## config.mk

```make
export PLATFORM = sky130hd
export DESIGN_NAME = irq_dispatch_ctrl
export DESIGN_NICKNAME = d
export VERILOG_FILES = /design/src/rtl/irq_pkg.sv /design/src/rtl/irq_prio_enc.sv /design/src/rtl/irq_dispatch_ctrl.sv
export SDC_FILE = /design/constraint.sdc
export NUM_CORES = 1
export LEC_CHECK = 0
export CAP_MARGIN = 20
export CORE_MARGIN = 2
export CORE_UTILIZATION = 46
export DETAILED_ROUTE_END_ITERATION = 8
export GPL_TIMING_DRIVEN = 0
export PLACE_DENSITY = 0.88
export SYNTH_ARGS = -nofsm -noshare
export SYNTH_HDL_FRONTEND = slang
export SYNTH_SLANG_ARGS = --single-unit
```

## constraint.sdc

```tcl
create_clock -name CLK -period 3.7 [get_ports CLK]
set_input_delay 0.555 -clock CLK [delete_from_list [all_inputs] [get_ports CLK]]
set_output_delay 0.555 -clock CLK [all_outputs]
set_load 0.05 [all_outputs]
```

## src/rtl/irq_pkg.sv

```systemverilog
// Shared definitions for the interrupt dispatch sequencer: source count,
// vector base, source indices, sequencer state encoding and a width helper.
package irq_pkg;

  localparam int NSRC = 5;
  localparam logic [4:0] VEC_BASE = 5'b01000;

  // Source indices; index 0 has the highest priority.
  localparam int IRQ_VBLANK = 0;
  localparam int IRQ_STAT   = 1;
  localparam int IRQ_TIMER  = 2;
  localparam int IRQ_SERIAL = 3;
  localparam int IRQ_JOYPAD = 4;

  typedef enum logic [2:0] {
    S_IDLE   = 3'd0,
    S_WAIT1  = 3'd1,
    S_WAIT2  = 3'd2,
    S_PUSH_H = 3'd3,
    S_PUSH_L = 3'd4,
    S_JUMP   = 3'd5
  } irq_state_e;

  // Index width needed to name one of n sources (at least one bit).
  function automatic int idx_w(input int n);
    if (n > 1) begin
      return $clog2(n);
    end else begin
      return 1;
    end
  endfunction

endpackage

```

## src/rtl/irq_prio_enc.sv

```systemverilog
// Lowest-index-wins priority encoder: returns the index of the lowest set
// bit of pend_i and whether any bit was set at all.
module irq_prio_enc #(
  parameter int N = 5,
  parameter int W = 3
) (
  input  logic [N-1:0] pend_i,
  output logic [W-1:0] idx_o,
  output logic         valid_o
);

  // Scan from the top down so the lowest set index is the last one written.
  always_comb begin
    idx_o   = '0;
    valid_o = 1'b0;
    for (int i = N - 1; i >= 0; i--) begin
      idx_o   = pend_i[i] ? W'(i) : idx_o;
      valid_o = valid_o | pend_i[i];
    end
  end

endmodule

```

## src/rtl/irq_dispatch_ctrl.sv

```systemverilog
// Interrupt dispatch sequencer. Tracks IME, the one-instruction EI delay and
// HALT, and at each instruction boundary either lets the next opcode fetch
// proceed or runs the 5 M-cycle dispatch (wait, wait, push PCH, push PCL,
// jump to vector). Optional macro IRQ_HALT_BUG_EN adds the PC_HOLD output
// that models the HALT bug (HALT with IME=0 and an interrupt pending).
module irq_dispatch_ctrl #(
  parameter int         NSRC     = irq_pkg::NSRC,
  parameter logic [4:0] VEC_BASE = irq_pkg::VEC_BASE
) (
  input  logic            CLK,
  input  logic            nRES,
  input  logic            MSTB,
  input  logic            INSTR_END,
  input  logic [NSRC-1:0] IFQ,
  input  logic [NSRC-1:0] IEQ,
  input  logic            EI,
  input  logic            DI,
  input  logic            RETI,
  input  logic            HALT,
  output logic            IRQ_TAKE,
  output logic            PUSH_HI,
  output logic            PUSH_LO,
  output logic            LOAD_VEC,
  output logic [4:0]      VEC,
  output logic [NSRC-1:0] ACK,
  output logic            IME,
  output logic            HALTED
`ifdef IRQ_HALT_BUG_EN
  ,
  output logic            PC_HOLD
`endif
);

  import irq_pkg::*;

  localparam int IW = idx_w(NSRC);

  irq_state_e      state_q, state_d;
  logic            ime_q, ime_d;
  logic            ei_pend_q, ei_pend_d;
  logic            halted_q, halted_d;
  logic [4:0]      vec_q, vec_d;
  logic [IW-1:0]   ack_idx_q, ack_idx_d;
  logic            ack_vld_q, ack_vld_d;
  logic [NSRC-1:0] ack_q, ack_d;
  logic            push_hi_q, push_lo_q, load_vec_q;

  logic [NSRC-1:0] pend_s;
  logic            any_s;
  logic            idle_s;
  logic            take_s;
  logic            halt_set_s;
  logic [IW-1:0]   enc_idx_s;
  logic            enc_vld_s;

  assign pend_s = IFQ & IEQ;
  assign any_s  = |pend_s;
  assign idle_s = (state_q == S_IDLE);
  // Dispatch replaces the fetch only at an instruction boundary while awake.
  assign take_s = idle_s & MSTB & INSTR_END & ime_q & any_s & ~halted_q;
  // A pending-but-disabled interrupt at HALT never halts the core.
  assign halt_set_s = idle_s & MSTB & HALT & ~(any_s & ~ime_q);

  irq_prio_enc #(
    .N (NSRC),
    .W (IW)
  ) u_prio_enc (
    .pend_i  (pend_s),
    .idx_o   (enc_idx_s),
    .valid_o (enc_vld_s)
  );

  // Sequencer next state: one step per M-cycle strobe once dispatch starts.
  always_comb begin
    state_d = state_q;
    case (state_q)
      S_IDLE:   state_d = take_s ? S_WAIT1  : S_IDLE;
      S_WAIT1:  state_d = MSTB   ? S_WAIT2  : S_WAIT1;
      S_WAIT2:  state_d = MSTB   ? S_PUSH_H : S_WAIT2;
      S_PUSH_H: state_d = MSTB   ? S_PUSH_L : S_PUSH_H;
      S_PUSH_L: state_d = MSTB   ? S_JUMP   : S_PUSH_L;
      S_JUMP:   state_d = MSTB   ? S_IDLE   : S_JUMP;
      default:  state_d = S_IDLE;
    endcase
  end

  // IME and EI delay: DI beats everything, dispatch entry clears IME,
  // RETI sets it at once, EI takes effect at the end of the next instruction.
  always_comb begin
    ime_d     = ime_q;
    ei_pend_d = ei_pend_q;
    if (MSTB) begin
      if (DI) begin
        ime_d     = 1'b0;
        ei_pend_d = 1'b0;
      end else if (take_s) begin
        ime_d     = 1'b0;
        ei_pend_d = 1'b0;
      end else begin
        if (RETI || (ei_pend_q && INSTR_END)) begin
          ime_d = 1'b1;
        end else begin
          ime_d = ime_q;
        end
        if (EI) begin
          ei_pend_d = 1'b1;
        end else if (INSTR_END) begin
          ei_pend_d = 1'b0;
        end else begin
          ei_pend_d = ei_pend_q;
        end
      end
    end else begin
      ime_d     = ime_q;
      ei_pend_d = ei_pend_q;
    end
  end

  // HALT state: any pending source wakes the core on the very next clock,
  // independent of IME and of the M-cycle strobe.
  always_comb begin
    if (any_s) begin
      halted_d = 1'b0;
    end else if (halt_set_s) begin
      halted_d = 1'b1;
    end else begin
      halted_d = halted_q;
    end
  end

  // Vector latch on leaving PUSH_H, and the one-clock ACK on entering JUMP.
  // A source that vanished during the push leaves VEC=0 and no ACK.
  always_comb begin
    vec_d     = vec_q;
    ack_idx_d = ack_idx_q;
    ack_vld_d = ack_vld_q;
    ack_d     = '0;
    if ((state_q == S_PUSH_H) && MSTB) begin
      vec_d     = enc_vld_s ? (VEC_BASE + 5'(enc_idx_s)) : 5'b00000;
      ack_idx_d = enc_idx_s;
      ack_vld_d = enc_vld_s;
    end else if ((state_q == S_PUSH_L) && MSTB && ack_vld_q) begin
      ack_d = {{(NSRC-1){1'b0}}, 1'b1} << ack_idx_q;
    end else begin
      ack_d = '0;
    end
  end

  // Sequencer, flag and output registers.
  always_ff @(posedge CLK or negedge nRES) begin
    if (!nRES) begin
      state_q    <= S_IDLE;
      ime_q      <= 1'b0;
      ei_pend_q  <= 1'b0;
      halted_q   <= 1'b0;
      vec_q      <= 5'b00000;
      ack_idx_q  <= '0;
      ack_vld_q  <= 1'b0;
      ack_q      <= '0;
      push_hi_q  <= 1'b0;
      push_lo_q  <= 1'b0;
      load_vec_q <= 1'b0;
    end else begin
      state_q    <= state_d;
      ime_q      <= ime_d;
      ei_pend_q  <= ei_pend_d;
      halted_q   <= halted_d;
      vec_q      <= vec_d;
      ack_idx_q  <= ack_idx_d;
      ack_vld_q  <= ack_vld_d;
      ack_q      <= ack_d;
      push_hi_q  <= (state_d == S_PUSH_H);
      push_lo_q  <= (state_d == S_PUSH_L);
      load_vec_q <= (state_d == S_JUMP);
    end
  end

  assign IRQ_TAKE = take_s;
  assign PUSH_HI  = push_hi_q;
  assign PUSH_LO  = push_lo_q;
  assign LOAD_VEC = load_vec_q;
  assign VEC      = vec_q;
  assign ACK      = ack_q;
  assign IME      = ime_q;
  assign HALTED   = halted_q;

`ifdef IRQ_HALT_BUG_EN
  logic halt_bug_s;
  logic pc_hold_q, pc_hold_d;

  assign halt_bug_s = idle_s & HALT & any_s & ~ime_q;

  // PC_HOLD covers exactly the fetch M-cycle following the buggy HALT.
  always_comb begin
    if (MSTB) begin
      pc_hold_d = halt_bug_s;
    end else begin
      pc_hold_d = pc_hold_q;
    end
  end

  // PC hold register.
  always_ff @(posedge CLK or negedge nRES) begin
    if (!nRES) begin
      pc_hold_q <= 1'b0;
    end else begin
      pc_hold_q <= pc_hold_d;
    end
  end

  assign PC_HOLD = pc_hold_q;
`endif

endmodule

```

# == After elaboration in Yosys (flattened, before gate mapping) ==
# Index checks and enable logic that the tools add are counted.
# word_totals
ff_bits,23
out_inout_bits,16
wordCells,73
# classes
add_sub_neg,1
eq_ne,8
shifts,1
muxes,24
n_bitwise,16
n_reduce_logical,12
# ops
cell,count
two-way mux 3 bit,7
case mux 3 bit (6 select lines),1
two-way mux 5 bit,3
equality test 3 bit (second input constant),4
two-way mux 1 bit,12
equality test 3 x 2 -> 1 bit (second input constant),3
bitwise AND 1 bit,8
adder 4 x 3 -> 5 bit (first input constant),1
bitwise AND 5 bit,1
OR reduction 5 bit,1
<< shifter 1 x 3 -> 5 bit (first input constant),1
logical AND 1 bit,4
bitwise OR 1 bit,4
AND reduction 2 bit,2
nonzero test 4 bit,1
equality test 3 x 1 -> 1 bit (second input constant),1
logical NOT 3 bit,1
inverter 1 bit,3
nonzero test 3 bit,1
two-way mux 2 bit,1
nonzero test 2 bit,1
logical OR 1 bit,1

# == Longest topological paths before layout ==
# Gate-level depths: netlist (run 1).
# depth
depth_word,9
mapped_depth,5
ltp_nobuf,3

# == Modules after synthesis ==
# From an unflattened synthesis (run 1), not the netlist that was laid out.
# hier_totals
cells_unflattened,90
hier_area_um2,972.2
# by_module_without_submodules
mod,instances,cells_per_inst,area_each_um2
irq_dispatch_ctrl,1,82,923.4
irq_prio_enc,1,8,48.8

# == Least setup slack after synthesis (run 1) ==
# Ideal clock, no wire load.
# synth_timing
path_kind,input-to-output
startpoint,in MSTB
endpoint,out IRQ_TAKE
arrival_ns,1.811
path_slack_ns,1.334
path_stages,2
path_buffers,0
cell_sequence,or4b_4 -> a211oi_2
# synth_via
elab_chain_len,5
# synth_lines
item,line,text
start: declaration,irq_dispatch_ctrl.sv:12,"input logic MSTB,"
bitwise AND 1 bit (5 in a row),irq_dispatch_ctrl.sv:60,assign take_s = idle_s & MSTB & INSTR_END & ime_q & any_s & ~halted_q;
end: declaration,irq_dispatch_ctrl.sv:20,"output logic IRQ_TAKE,"
# No other way between the ends.

# == Worst setup path in the final report (run 1) ==
# Ends and elaborated chain as after synthesis.

==> results of run 1 <==
## per-layer routing
| metal | track usage | share of wire | wire [um] |
|---|---|---|---|
| met5 | 0 | 0 | 0 |
| met4 | 0.0714 | 0.012 | 22 |
| met3 | 0.0276 | 0.037 | 69 |
| met2 | 0.301 | 0.49 | 915 |
| met1 | 0.234 | 0.46 | 870 |
## cell usage in the layout (no fill, tap or decap), types with 2 or more instances in the layout
master           count
clkdlybuf4s50_1     32
dfrtp_1             21
nand2_1             13
nor2_1               4
o21ai_0              4
clkbuf_1             3
nand2b_1             3
clkbuf_4             3
and2_1               2
nand4b_1             2
a22oi_1              2
a2bb2oi_1            2
nor4b_1              2
nor4_1               2
a21o_1               2
buf_4                2
## final timing paths
kind,end,slack [ns],start,depth (start not counted)
worst max-delay path,IRQ_TAKE,0.44,MSTB,4
worst min-delay path,VEC[2]$_DFFE_PN0P_,0.49,VEC[2]$_DFFE_PN0P_,2
worst max register to register,ei_pend_q$_DFFE_PN0P_,2.08,state_q[1]$_DFF_PN0_,4
worst min register to register,VEC[2]$_DFFE_PN0P_,0.49,VEC[2]$_DFFE_PN0P_,2
max in group asynchronous,HALTED$_DFFE_PN0P_,2.40,nRES,1
min in group asynchronous,PUSH_HI$_DFF_PN0_,0.76,nRES,1
## power by group
group | internal [mW] | leakage, nW | switching, mW
Sequential | 0.290 | 0.279 | 0.0565
Combinational | 0.153 | 0.270 | 0.211
Clock | 0.0418 | 0.0150 | 0.0624
## sequential cells by signal, summed over array words and instances (netlist names)
| signal | flops |
|---|---|
| ACK | 5 |
| HALTED | 1 |
| IME | 1 |
| LOAD_VEC | 1 |
| PUSH_HI | 1 |
| PUSH_LO | 1 |
| VEC | 4 |
| ack_idx_q | 3 |
| ei_pend_q | 1 |
| state_q | 3 |
## worst register-to-register path: stages (launching register included)
cell      delay, ns
dfrtp_1        0.39
buf_6          0.13
or4b_4         0.51
a211oi_2       0.33
o32ai_1        0.13
## cells by family (layout without fill, tap and decap cells)
group	Yosys count	count (layout)	synth area share
buffers and inverters	6	42	0.0404
AO/OA/AOI/OAI	18	18	0.144
flip-flops	21	21	0.566
multiplexers	1	1	0.0121
other	1	1	0.00404
XOR/XNOR	1	1	0.00944
AND/OR/NAND/NOR	35	35	0.224
## cell type report
cell class,instances,area [um^2]
timing repair buffer,32,320
multi-input combinational,56,365
tap,27,33.8
clock buffer,4,26.3
fill,164,633
sequential,21,526
inverter,1,3.75
buffer,5,33.8
## metrics by stage
step | area (um^2) | instances
3_5_place_dp | 1280 | 142
3_3_place_gp | 1280 | 142
6_report | 1310 | 146
5_1_grt | 1310 | 146
2_1_floorplan | 928 | 83
4_1_cts | 1310 | 146
==> impl_results.md, run 1 <==
* Status: completed
* Pre-antenna DRT Iters at 4
* Final HPWL DP at 1.47 mm
* Largest net degree at the start of global routing at 22
* Overall Power at 0.815 mW
* Mapped Cells at 83
* Unrepaired setup endpoints after global routing: false
* Fin. max-slew vios at 0
* Critical path, cell by cell: clkdlybuf4s50_1 > or4b_4 > a211oi_2 > clkdlybuf4s50_1
* Final min period at 3.26 ns
* Synth Cell Area at 928 um^2
* Crit Path Max Fanout at 4
* Nature of the critical path startpoint: input port
* CP dominant cell by count: clkdlybuf4s50_1
* FP Rows at 16
* Worst Path Buf+Inv at 2
* Setup bufs post-CTS at 0
* Worst Slack Setup Final at 0.441 ns
* Worst Skew at 0.00339 ns
* P_leak at 0.564 nW
* Sequential area share after synthesis at 0.566
* First-pass GRT wire length at 3.31 mm
* Slew HR at 0.405
* Ratio of cells with drive above 1 in the final layout at 0.0756
* Root Driver: clkbuf_4
* Hold WC Path Type: register to register
* Routed length per instance at 12.9 um
* Max Fclk at 307 MHz
* Global route total overflow at 0
* Synth top area cells: dfrtp_1, nand2_1, o21ai_0
* Initial core utilization at 0.478
* Final cycle utilization of the critical path at 0.881
* Final ANT Viol Nets at 0
* Max Cap Violations at 0
* Num CTS Buffers at 3
* Vias in the first global route at 749
* Final Hold Fails at 0
* Later-pin clock latency in the skew report at 0.29 ns
* Delay-heaviest family, CP: buffers and inverters
* Post-synth top area share at 0.566
* Syn_area_per_cell at 11.2 um^2
* Clock Sinks at 21
* Ys Warns at 0
* Post-synth top area cell: dfrtp_1
* Clock Tree Buf Depth at 2
* DP Worst Slack at 0.439 ns
* Global Route Usage Sum at 0.180
* Gpl congestion at 0.780
* Final setup fails at 0
* Worst Tran Pin Value at 0.889 ns
* Post-cts sizing count at 0
* Critical Path Max Stage Delay at 0.87 ns
* Num ports at 34
* Initial drt markers at 11
* CP endpoint kind: output port
* Core ar. at 1940 um^2
* DR vias/cell at 5.28
* Synthesized Nets at 101
* Initial antenna violation count at 0
* Worst path slowest cell: clkdlybuf4s50_1
* Clk slew on worst S/H paths at 0.11 ns
* Yosys reg bits at 21
* WL final at 1.88 mm
* Port bufs at 32
* Hold Slack at 0.491 ns
* CP required at 3.14 ns
* Die Height at 48.9 um
* Async SR Flop Fraction at 1.00
* Ant. Diodes at 0
* Final nets at 138
* Synth top cells by count: dfrtp_1, nand2_1, nor2_1, o21ai_0, nand2b_1
* Critical path type: input port to output port
* DR vias at 771
* Area grow syn2layout at 41.0%
* # DRC at 0
* Yosys cell types at 34
* Worst Path Arrival at 2.70 ns
* Die area at 2390 um^2
* Hold Buf Count CTS at 0
* Power per Cell Area at 623 nW/um^2
* Primary FF master, synth: dfrtp_1
* Most frequent cell after synthesis: dfrtp_1
* Setup TNS at 0 ns
* CTS tree: done
* Layout Utilization at 0.674
* Die width at 48.9 um
* Post-synth EDFFs at 0
* H-tree Lvls at 1
* Worst vdd ir at 0.420 mV
No activity file was read; power rests on OpenSTA's default activity.
==> run 2, diff against run 1 <==
- CORE_ASPECT_RATIO: not set -> 0.8
==> run 2 against run 1 <==
Net effect: first-iteration DRC count is 82% higher; cell count decreased by 2.1%; sequential share of layout area grew 0.077 points; critical path type unchanged; critical endpoint unchanged.
==> impl_results.md, run 2 (synthesized netlist as in run 1, its figures left out) <==
* Status: completed
* Port bufs at 32 (unchanged)
* Initial antenna violation count at 0 (unchanged)
* Worst Skew at 0.0101 ns (+0.00672 ns)
* Clock Sinks at 21 (unchanged)
* FP Rows at 14 (-2)
* Fin. max-slew vios at 0 (unchanged)
* R2r startpoint: state_q[1]$_DFF_PN0_
* Max Cap Violations at 0 (unchanged)
* Worst Path Arrival at 2.73 ns (+0.03 ns)
* Ratio of cells with drive above 1 in the final layout at 0.0840 (+0.00840)
* Initial core utilization at 0.491 (+0.0126)
* Power per Cell Area at 623 nW/um^2 (about the same)
* Final cycle utilization of the critical path at 0.886 (+0.00568)
* Most frequent cells in the layout: clkdlybuf4s50_1, dfrtp_1, nand2_1, nor2_1, o21ai_0
* Pre-antenna DRT Iters at 5 (+1)
* Internal power at 0.483 mW (-0.33%)
* Area grow syn2layout at 40.7%
* Overall Power at 0.814 mW (-0.19%)
* DR vias/cell at 5.26 (-0.42%)
* Commonest non-fill, non-tap cell in the layout: clkdlybuf4s50_1
* Hold WC Path Type: register to register
* R2R Setup Slk at 2.06 ns (-0.02 ns)
* Clock Tree Buf Depth at 2 (unchanged)
* Setup bufs post-CTS at 0 (unchanged)
* P_leak at 0.567 nW (+0.48%)
* Worst vdd ir at 0.424 mV (+1.2%)
* CP required at 3.14 ns (about the same)
* Worst Reg-to-Reg Cells at 4 (unchanged)
* # DRC at 0 (unchanged)
* CTS tree: done
* Unrepaired setup endpoints after global routing: false
* CP endpoint kind: output port
* Fin cells at 143 (-2.1%)
* Global Route Usage Sum at 0.169 (-0.0109)
* Worst R2R End: ei_pend_q$_DFFE_PN0P_
* Die area at 2400 um^2 (about the same)
* Max Fclk at 305 MHz (-0.64%)
* Flop pwr share at 0.425 (about the same)
* Hold Buf Count CTS at 0 (unchanged)
* Vias in the first global route at 668 (-11%)
* Final HPWL DP at 1.31 mm (-11%)
* Placed cell areas at 1280 um^2 (-0.29%)
* Setup TNS at 0 ns (unchanged)
* Ant. Diodes at 0 (unchanged)
* Routed length per instance at 12.1 um (-6.0%)
* Nature of the critical path startpoint: input port
* H-tree Lvls at 1 (unchanged)
* Gpl congestion at 0.783 (+0.37%)
* Hold path start: VEC[2]$_DFFE_PN0P_
* Number of placed cells counting well taps at 139 (-2.1%)
* Num ports at 34 (unchanged)
* Final nets at 138 (unchanged)
* DR vias at 752 (-2.5%)
* Logic gate share of total power at 0.445 (-0.002)
* Final instance area at 1310 um^2 (-0.19%)
* Core ar. at 1890 um^2 (-2.6%)
* Largest net degree at the start of global routing at 22 (unchanged)
* Final Hold Fails at 0 (unchanged)
* Die width at 54.2 um (+11%)
* Worst Tran Pin Value at 0.879 ns (-0.0107 ns)
* WL final at 1.73 mm (-7.9%)
* Clk slew on worst S/H paths at 0.12 ns (about the same)
* Sw frac at 0.406 (+0.000877)
* Hold Path Cell Cnt at 2 (unchanged)
* Die Height at 44.2 um (-9.7%)
* Crit Path Max Fanout at 4 (unchanged)
* Post-cts sizing count at 0 (unchanged)
* Final min period at 3.28 ns (+0.0210 ns)
* Initial drt markers at 20 (+9)
* Num CTS Buffers at 3 (unchanged)
* Later-pin clock latency in the skew report at 0.30 ns (about the same)
* First-pass GRT wire length at 2.96 mm (-10%)
* Max reg flops at 5 (unchanged)
* Final setup fails at 0 (unchanged)
* Layout Utilization at 0.690 (+0.0165)
* Psw at 0.330 mW (about the same)
* Critical path type: input port to output port
* Hold Crit Endpoint: VEC[2]$_DFFE_PN0P_
* Clock power share at 0.130 (+0.002)
* Global route total overflow at 0 (unchanged)
* Root Driver: clkbuf_4
* Final ANT Viol Nets at 0 (unchanged)
* Slew HR at 0.412 (+0.00714)
## run 2: changes by cell type in the layout (fill, tap and decap cells not counted)
cell      change
clkbuf_1      -1
clkinv_2      +1
## run 2: critical path: stages
cell and delay [ns]:
clkdlybuf4s50_1 0.48, or4b_4 0.47, a211oi_2 0.34, clkdlybuf4s50_1 0.87
## run 2: worst max-delay path by stage
stage	start	endpoint	slack [ns]
after floorplan	MSTB	IRQ_TAKE	1.33
after global placement	MSTB	IRQ_TAKE	0.44
after detailed placement	MSTB	IRQ_TAKE	0.44
final	MSTB	IRQ_TAKE	0.42
after CTS	MSTB	IRQ_TAKE	0.43
after global routing	MSTB	IRQ_TAKE	0.36
## run 2: area by class of cell
type	instances	area [um^2]
Fill cell	157	586
Sequential cell	21	526
Multi-Input combinational cell	56	365
Timing Repair Buffer	32	320
Buffer	5	33.8
Tap cell	24	30.0
Clock buffer	3	22.5
Clock inverter	1	5.00
Inverter	1	3.75
## run 2: power by group through the flow
stage / Sequential, mW / Clock [mW] / Combinational (mW)
CTS: 0.345 / 0.109 / 0.364
global route: 0.356 / 0.120 / 0.390
floorplan: 0.432 / 0 / 0.160
detailed placement: 0.348 / 0 / 0.363
finish: 0.346 / 0.105 / 0.362
global placement: 0.346 / 0 / 0.359
## run 2: per-stage QoR
step	hold WS, ns	setup WS (ns)
after global placement	0.463	0.444
after CTS	0.492	0.428
final	0.487	0.420
after detailed placement	0.463	0.437
after floorplan	0.259	1.33
after global routing	0.521	0.358
## run 2: metal layers
metal	global-route usage	part of all wire
met1	0.256	0.48
met3	0.0439	0.093
met5	0	0
met2	0.241	0.42
met4	0.0450	0.0075
